File: src/rtl/merge_2way.sv
// Two-way merge of sorted runs pulled from FIFOs A and B into one downstream
// FIFO. Each start merges exactly RUN_LEN elements from each side, emitting
// them in non-decreasing unsigned order; equal keys are taken from A first.
//
// state    | meaning
// ---------+---------------------------------------------------------------
// IDLE     | waiting for start, all handshakes idle
// MERGE    | both runs still have elements left; compare heads each cycle
// DRAIN_A  | run B finished, forward the remainder of run A
// DRAIN_B  | run A finished, forward the remainder of run B
// DONE     | one-cycle completion pulse, then back to IDLE
module merge_2way #(
    parameter int WIDTH   = 8,
    parameter int RUN_LEN = 4
) (
    input  logic             clk,
    input  logic             rst_n,
    input  logic             start,
    input  logic             a_empty,
    input  logic [WIDTH-1:0] a_data,
    output logic             a_pop_req_n,
    input  logic             b_empty,
    input  logic [WIDTH-1:0] b_data,
    output logic             b_pop_req_n,
    input  logic             out_full,
    output logic             push_req_n,
    output logic [WIDTH-1:0] data_out,
    output logic             busy,
    output logic             done
);

    localparam int            CW      = $clog2(RUN_LEN + 1);
    localparam logic [CW-1:0] RUN_END = CW'(RUN_LEN);

    typedef enum logic [2:0] {
        S_IDLE,
        S_MERGE,
        S_DRAIN_A,
        S_DRAIN_B,
        S_DONE
    } state_t;

    state_t        state_q, state_d;
    logic [CW-1:0] cnt_a_q, cnt_a_d;
    logic [CW-1:0] cnt_b_q, cnt_b_d;
    logic [CW-1:0] cnt_a_inc, cnt_b_inc;
    logic          take_a, take_b;

    assign cnt_a_inc = cnt_a_q + CW'(1);
    assign cnt_b_inc = cnt_b_q + CW'(1);

    // State and per-side element counters; reset abandons any run in flight.
    always_ff @(posedge clk or negedge rst_n) begin
        if (!rst_n) begin
            state_q <= S_IDLE;
            cnt_a_q <= '0;
            cnt_b_q <= '0;
        end else begin
            state_q <= state_d;
            cnt_a_q <= cnt_a_d;
            cnt_b_q <= cnt_b_d;
        end
    end

    // Select the transfer source for this cycle and compute the next state.
    // A transfer only happens when its head is valid and downstream has room,
    // so a pop is always paired with a push in the same cycle.
    always_comb begin
        state_d = state_q;
        cnt_a_d = cnt_a_q;
        cnt_b_d = cnt_b_q;
        take_a  = 1'b0;
        take_b  = 1'b0;
        case (state_q)
            S_IDLE: begin
                if (start) begin
                    state_d = S_MERGE;
                    cnt_a_d = '0;
                    cnt_b_d = '0;
                end
            end
            S_MERGE: begin
                if (!a_empty && !b_empty && !out_full) begin
                    if (a_data <= b_data) begin
                        take_a  = 1'b1;
                        cnt_a_d = cnt_a_inc;
                        if (cnt_a_inc == RUN_END) state_d = S_DRAIN_B;
                    end else begin
                        take_b  = 1'b1;
                        cnt_b_d = cnt_b_inc;
                        if (cnt_b_inc == RUN_END) state_d = S_DRAIN_A;
                    end
                end
            end
            S_DRAIN_A: begin
                // The count guard keeps a run from ever over-popping its FIFO.
                if (!a_empty && !out_full && (cnt_a_q != RUN_END)) begin
                    take_a  = 1'b1;
                    cnt_a_d = cnt_a_inc;
                    if ((cnt_a_inc == RUN_END) && (cnt_b_q == RUN_END)) state_d = S_DONE;
                end
            end
            S_DRAIN_B: begin
                if (!b_empty && !out_full && (cnt_b_q != RUN_END)) begin
                    take_b  = 1'b1;
                    cnt_b_d = cnt_b_inc;
                    if ((cnt_b_inc == RUN_END) && (cnt_a_q == RUN_END)) state_d = S_DONE;
                end
            end
            S_DONE: begin
                state_d = S_IDLE;
            end
            default: begin
                state_d = S_IDLE;
            end
        endcase
    end

    // Handshake outputs; data_out is held at zero whenever nothing is pushed.
    always_comb begin
        a_pop_req_n = ~take_a;
        b_pop_req_n = ~take_b;
        push_req_n  = ~(take_a | take_b);
        data_out    = '0;
        if (take_a)      data_out = a_data;
        else if (take_b) data_out = b_data;
        busy        = (state_q != S_IDLE);
        done        = (state_q == S_DONE);
    end

endmodule

File: config.mk
export PLATFORM = sky130hd
export DESIGN_NAME = merge_2way
export DESIGN_NICKNAME = d
export VERILOG_FILES = /design/src/rtl/merge_2way.sv
export SDC_FILE = /design/constraint.sdc
export NUM_CORES = 1
export LEC_CHECK = 0
export CAP_MARGIN = 40
export CORE_UTILIZATION = 44
export CTS_CLUSTER_DIAMETER = 100
export DETAILED_ROUTE_END_ITERATION = 10
export PLACE_DENSITY = 0.87
export REMOVE_ABC_BUFFERS = 1
export SYNTH_ARGS = -nofsm -noshare
export SYNTH_HDL_FRONTEND = slang
export SYNTH_SLANG_ARGS = --single-unit
File: constraint.sdc
create_clock -name clk -period 4.42 [get_ports clk]
set_input_delay 1.105 -clock clk [delete_from_list [all_inputs] [get_ports clk]]
set_output_delay 1.105 -clock clk [all_outputs]
set_load 0.02 [all_outputs]
==> After elaboration in Yosys (flattened, before gate mapping) <==
Cells that the tools add are included.
W data, S select, Z words.
{ "word_totals": {"ff_bits": 9, "wordCells": 77, "output_inout_bits": 13} }
{ "op_classes": {"bitwise_logic": 4, "n_reduce_logical": 18, "add_sub_neg": 2, "magnitude_cmp": 1, "n_eq_ne": 20, "n_mux": 29} }
{ "ops": {"columns": ["operator", "n"], "rows": [
  ["$mux W3", 16],
  ["$pmux W3 S3", 2],
  ["$mux W8", 2],
  ["$ne A2 B2 Y1 const B", 8],
  ["$eq A3 B3 Y1 const B", 5],
  ["$ne A3 B3 Y1 const B", 4],
  ["$pmux W3 S4", 1],
  ["$reduce_and A5 Y1", 2],
  ["$reduce_bool A3 Y1", 3],
  ["$le A8 B8 Y1", 1],
  ["$logic_and A1 B1 Y1", 8],
  ["$reduce_and A8 Y1", 1],
  ["$add A3 B1 Y3 const B", 2],
  ["$eq A3 B2 Y1 const B", 2],
  ["$mux W1", 6],
  ["$pmux W1 S2", 2],
  ["$eq A3 B1 Y1 const B", 1],
  ["$logic_not A1 Y1", 3],
  ["$logic_not A3 Y1", 1],
  ["$not A1 Y1", 3],
  ["$or A1 B1 Y1", 1]
]} }

==> Longest topological paths before layout <==
{ "logic_depth": {"depth_word": 7, "mapped_depth": 8, "depth_no_buf": 7} }

==> Worst setup path before layout <==
No wires, ideal clock.
{ "synth_timing": {"path_type": "input port to output port", "start": "in b_data[6]", "end": "out push_req_n", "slack_ps": 529, "arrival_ps": 2786, "path_buffers": 1, "cell_stages": 8, "path_cell_list": "inv_1 -> ha_1 -> and4_1 -> o2111a_1 -> o31a_1 -> o211a_1 -> buf_6 -> nor2_1"} }
{ "synth_via": {"elab_chain_cells": 6} }
{ "synth_rtl": {"columns": ["element", "line", "source"], "rows": [
  ["start: declaration", "23", "input logic [WIDTH-1:0] b_data,"],
  ["$le A8 B8 Y1 *", "84", "if (a_data <= b_data) begin"],
  ["$mux W1", "84", null],
  ["$mux W1", "83", "if (!a_empty && !b_empty && !out_full) begin"],
  ["$pmux W1 S2", "74", "case (state_q)"],
  ["$or A1 B1 Y1 *", "123", "push_req_n = ~(take_a | take_b);"],
  ["$not A1 Y1 *", "123", null],
  ["end: declaration", "26", "output logic push_req_n,"]
]} }
Every way passes the cells marked *; elsewhere a longest branch is shown, timed or not.

==> Worst setup path after layout <==
{ "layout_timing": {"start": "in b_data[3]", "end": "out data_out[0]"} }
{ "layout_via": {"elab_chain_cells": 6} }
{ "layout_rtl": {"columns": ["element", "line", "source"], "rows": [
  ["$le A8 B8 Y1 *", "84", null],
  ["$mux W1", "84", null],
  ["$mux W1", "83", null],
  ["$pmux W1 S2", "74", null],
  ["$mux W8", "126", "else if (take_b) data_out = b_data;"],
  ["$mux W8 *", "125", "if (take_a) data_out = a_data;"],
  ["end: declaration", "27", "output logic [WIDTH-1:0] data_out,"]
]} }
Marked as above.

==> out/results.ini <==
[placement]
dpl_cell_area_mm2 = 0.00149
place.port_buffers = 34
gp_congestion = 0.829
dp_hpwl_mm = 2.40
dpl_worst_slack_ns = -0.488

[worst_setup_path]
rr_startpoint = cnt_a_q[0]$_DFFE_PN0P_
critPathArrivalTime_ns = 3.27
cp.required_ns = 3.31
reg2reg_to = state_q[0]$_DFFE_PN0P_
critPathKind = in2out
cp-start-kind = input pin
worstRegToRegCells = 8
r2r_slack_ns = 2.17
cp_max_fo = 6
cp-end-kind = output pin

[detailed_routing]
vias = 1204
drt_iter0_markers = 45
routedWlPerCell_um = 17.9
wl_mm = 3.58
vias_per_cell = 6.02
ant_nets = 0
drt_first_pass_iters = 4
drc = 0

[synthesis]
async_reset_ff_share_pct = 100
synth_largest_area_cell = dfrtp_1
synth_top_family_by_area = compound AO/OA/AOI/OAI gates
synthCells = 115
ys_warn_count = 0
ys_types = 42
muxShareOfSynthArea_pct = 3.31
ys_seq_area_share_pct = 22.9
synth-compound-area-share_pct = 28.9
synth_area_um2 = 983
synth_edf_count = 0
synth_fa_ha_area_share_pct = 17.8
syn_avg_cell_area_um2 = 8.55
post-synth-top-area-fraction_pct = 22.9
synthSimpleGateAreaFrac_pct = 16.3
synth-xor-area-share_pct = 0.891
ys_top_cells_by_area = dfrtp_1, ha_1, a22o_1
ys.flop_type = dfrtp_1
ys_ff_latch = 9

[floorplan]
ios = 35
core-area_mm2 = 0.00202
die_y_um = 49.3
design.die.area_mm2 = 0.00243
die_w_um = 49.3
rows = 16
initial_utilization_pct = 48.6

[clocking]
htreeDepth = 1
cts_tree = built
cts_buffers = 3
cts-root-buf = clkbuf_4
cts.sinks = 9
hold_buffers = 0
clockBufferDepth = 2
clk-insertion-delay-late_ns = 0.28
clk_pin_slew_ns = 0.07

[hold_path]
min_path_cells = 1
min_from = cnt_b_q[2]$_DFFE_PN0P_
hold_class = reg2reg
hold_end = cnt_b_q[2]$_DFFE_PN0P_

[layout]
n_antenna_cell = 0
stdcell_area_mm2 = 0.00162
area_delta_synth_final_pct = 64.9
multi_input_area_um2 = 734
drive_above_1_share_pct = 30.1
final-seq-area_um2 = 225
fin_nets = 210
fill_cells = 119

[timing]
fin_crit_ns = 4.38
skew_ns = 0.00442
setup_ws_ns = 0.0441
worstMarginPinSlew_ns = 0.570
setup_viol_count_final = 0
hold_viol = 0
slew_violations = 0
period_share_pct = 99.0
slew_headroom_pct = 62.0
max_freq_mhz = 229

[global_routing]
grt_usage_pct = 31.0
antenna_found_initial = 0
grt-ovfl-total = 0
grt_pass1_wl_mm = 5.66
grt_pass1_vias = 1239
grt_max_degree = 17

[power_and_ir_drop]
power_per_cell_area_mw_per_mm2 = 418
p_leak_nw = 0.871
peakVddDrop_mv = 0.445

[outcome]
outcome = finished, final reports clean

[run]
drv_cap = 0

## worst max path at each step
| stage | from | to | slack (ns) |
|---|---|---|---|
| final | b_data[3] | data_out[0] | 0.04 |
| after global routing | b_data[3] | data_out[7] | -0.004 |
| after CTS | b_data[5] | data_out[3] | 0.01 |
| after detailed placement | b_data[6] | data_out[3] | -0.49 |
| after global placement | b_data[6] | data_out[5] | -0.40 |
| after floorplan | b_data[6] | data_out[0] | 0.46 |
## synth_stat cells (2+ instances only)
library cell / n
a21o_1: 2
a21oi_1: 2
a22o_1: 10
and4_1: 2
clkbuf_1: 3
dfrtp_1: 9
ha_1: 14
inv_1: 18
mux2_2: 2
nand2_1: 5
nand3_1: 2
nor2_1: 7
nor2b_1: 3
nor3_1: 3
o21ai_0: 5
o2bb2ai_1: 2
## report_power, final
group	switching, mW	internal, mW	leakage [nW]	total (mW)
combinational	0.226	0.222	0.742	0.448
sequential	0.0482	0.110	0.114	0.159
clock	0.0367	0.0351	0.0150	0.0718
total	0.311	0.368	0.871	0.679
## worst max-delay path, cell delays in order
cell             delay, ns
clkdlybuf4s50_1       0.48
inv_1                 0.07
ha_4                  0.21
a21o_1                0.16
a21o_1                0.19
o31a_1                0.36
o211a_4               0.29
a22o_1                0.24
buf_4                 0.15
## per-layer routing
metal,share of wire (%),vias to the layer above,track usage (%),wire (um)
met1,39,566,34.8,1390
met2,50,72,53.0,1790
met5,0,-,0,0
met4,5.3,0,17.6,191
li1,-,543,-,-
met3,5.8,23,7.17,209
## sequential cells by signal, indices dropped and copies added (netlist names)
register	flops
cnt_b_q	3
state_q	3
cnt_a_q	3
## cells by family (layout without fill, tap and decap cells)
group	Yosys count	after routing
AO/OA/AOI/OAI	35	36
XOR/XNOR	1	1
adder cells (fa/ha/maj)	14	14
buffers and inverters	23	80
flip-flops	9	9
multiplexers	3	3
AND/OR/NAND/NOR	30	30
## placed cells by master (no fill, tap or decap), types with 2 or more instances in the layout
master,Yosys,layout
a21o_1,2,2
a21oi_1,2,2
a22o_1,10,10
buf_4,1,29
buf_6,1,4
clkbuf_4,0,3
clkdlybuf4s50_1,0,12
dfrtp_1,9,9
dlymetal6s2s_1,0,11
ha_1,14,11
ha_4,0,3
inv_1,18,16
inv_2,0,2
mux2_2,2,2
nand2_1,5,5
nand3_1,2,2
nor2_1,7,7
nor2b_1,3,3
nor3_1,3,2
o211a_4,0,2
o21ai_0,5,5
o2bb2ai_1,2,2
## final cells by class
| class | count | area share, % |
|---|---|---|
| flip-flops and latches | 9 | 13.9 |
| well taps | 27 | 2.08 |
| inverters | 18 | 4.17 |
| multi-input cells | 84 | 45.3 |
| repair buffers | 58 | 32.9 |
| clock buffers | 4 | 1.62 |
## per-stage QoR
step / setup TNS [ns] / utilization [%] / power, mW / std cells / hold WS (ns)
3_5_place_dp: -4.93 / 73.5 / 0.562 / 192 / 0.513
6_report: 0 / 80.2 / 0.679 / 200 / 0.532
3_3_place_gp: -4.09 / 73.5 / 0.541 / 192 / 0.512
2_1_floorplan: 0 / - / 0.370 / 110 / 0.488
4_1_cts: 0 / 76.9 / 0.651 / 200 / 0.532
5_1_grt: -0.00496 / 80.2 / 0.725 / 200 / 0.573
## timing repair
action | CTS | global route
pin swaps | 4 | 7
setup endpoints to repair | 11 | 11
setup buffers | 2 | 0
resized for setup | 59 | 19
gates cloned | 2 | 0
(Power assumes the default switching activity.)
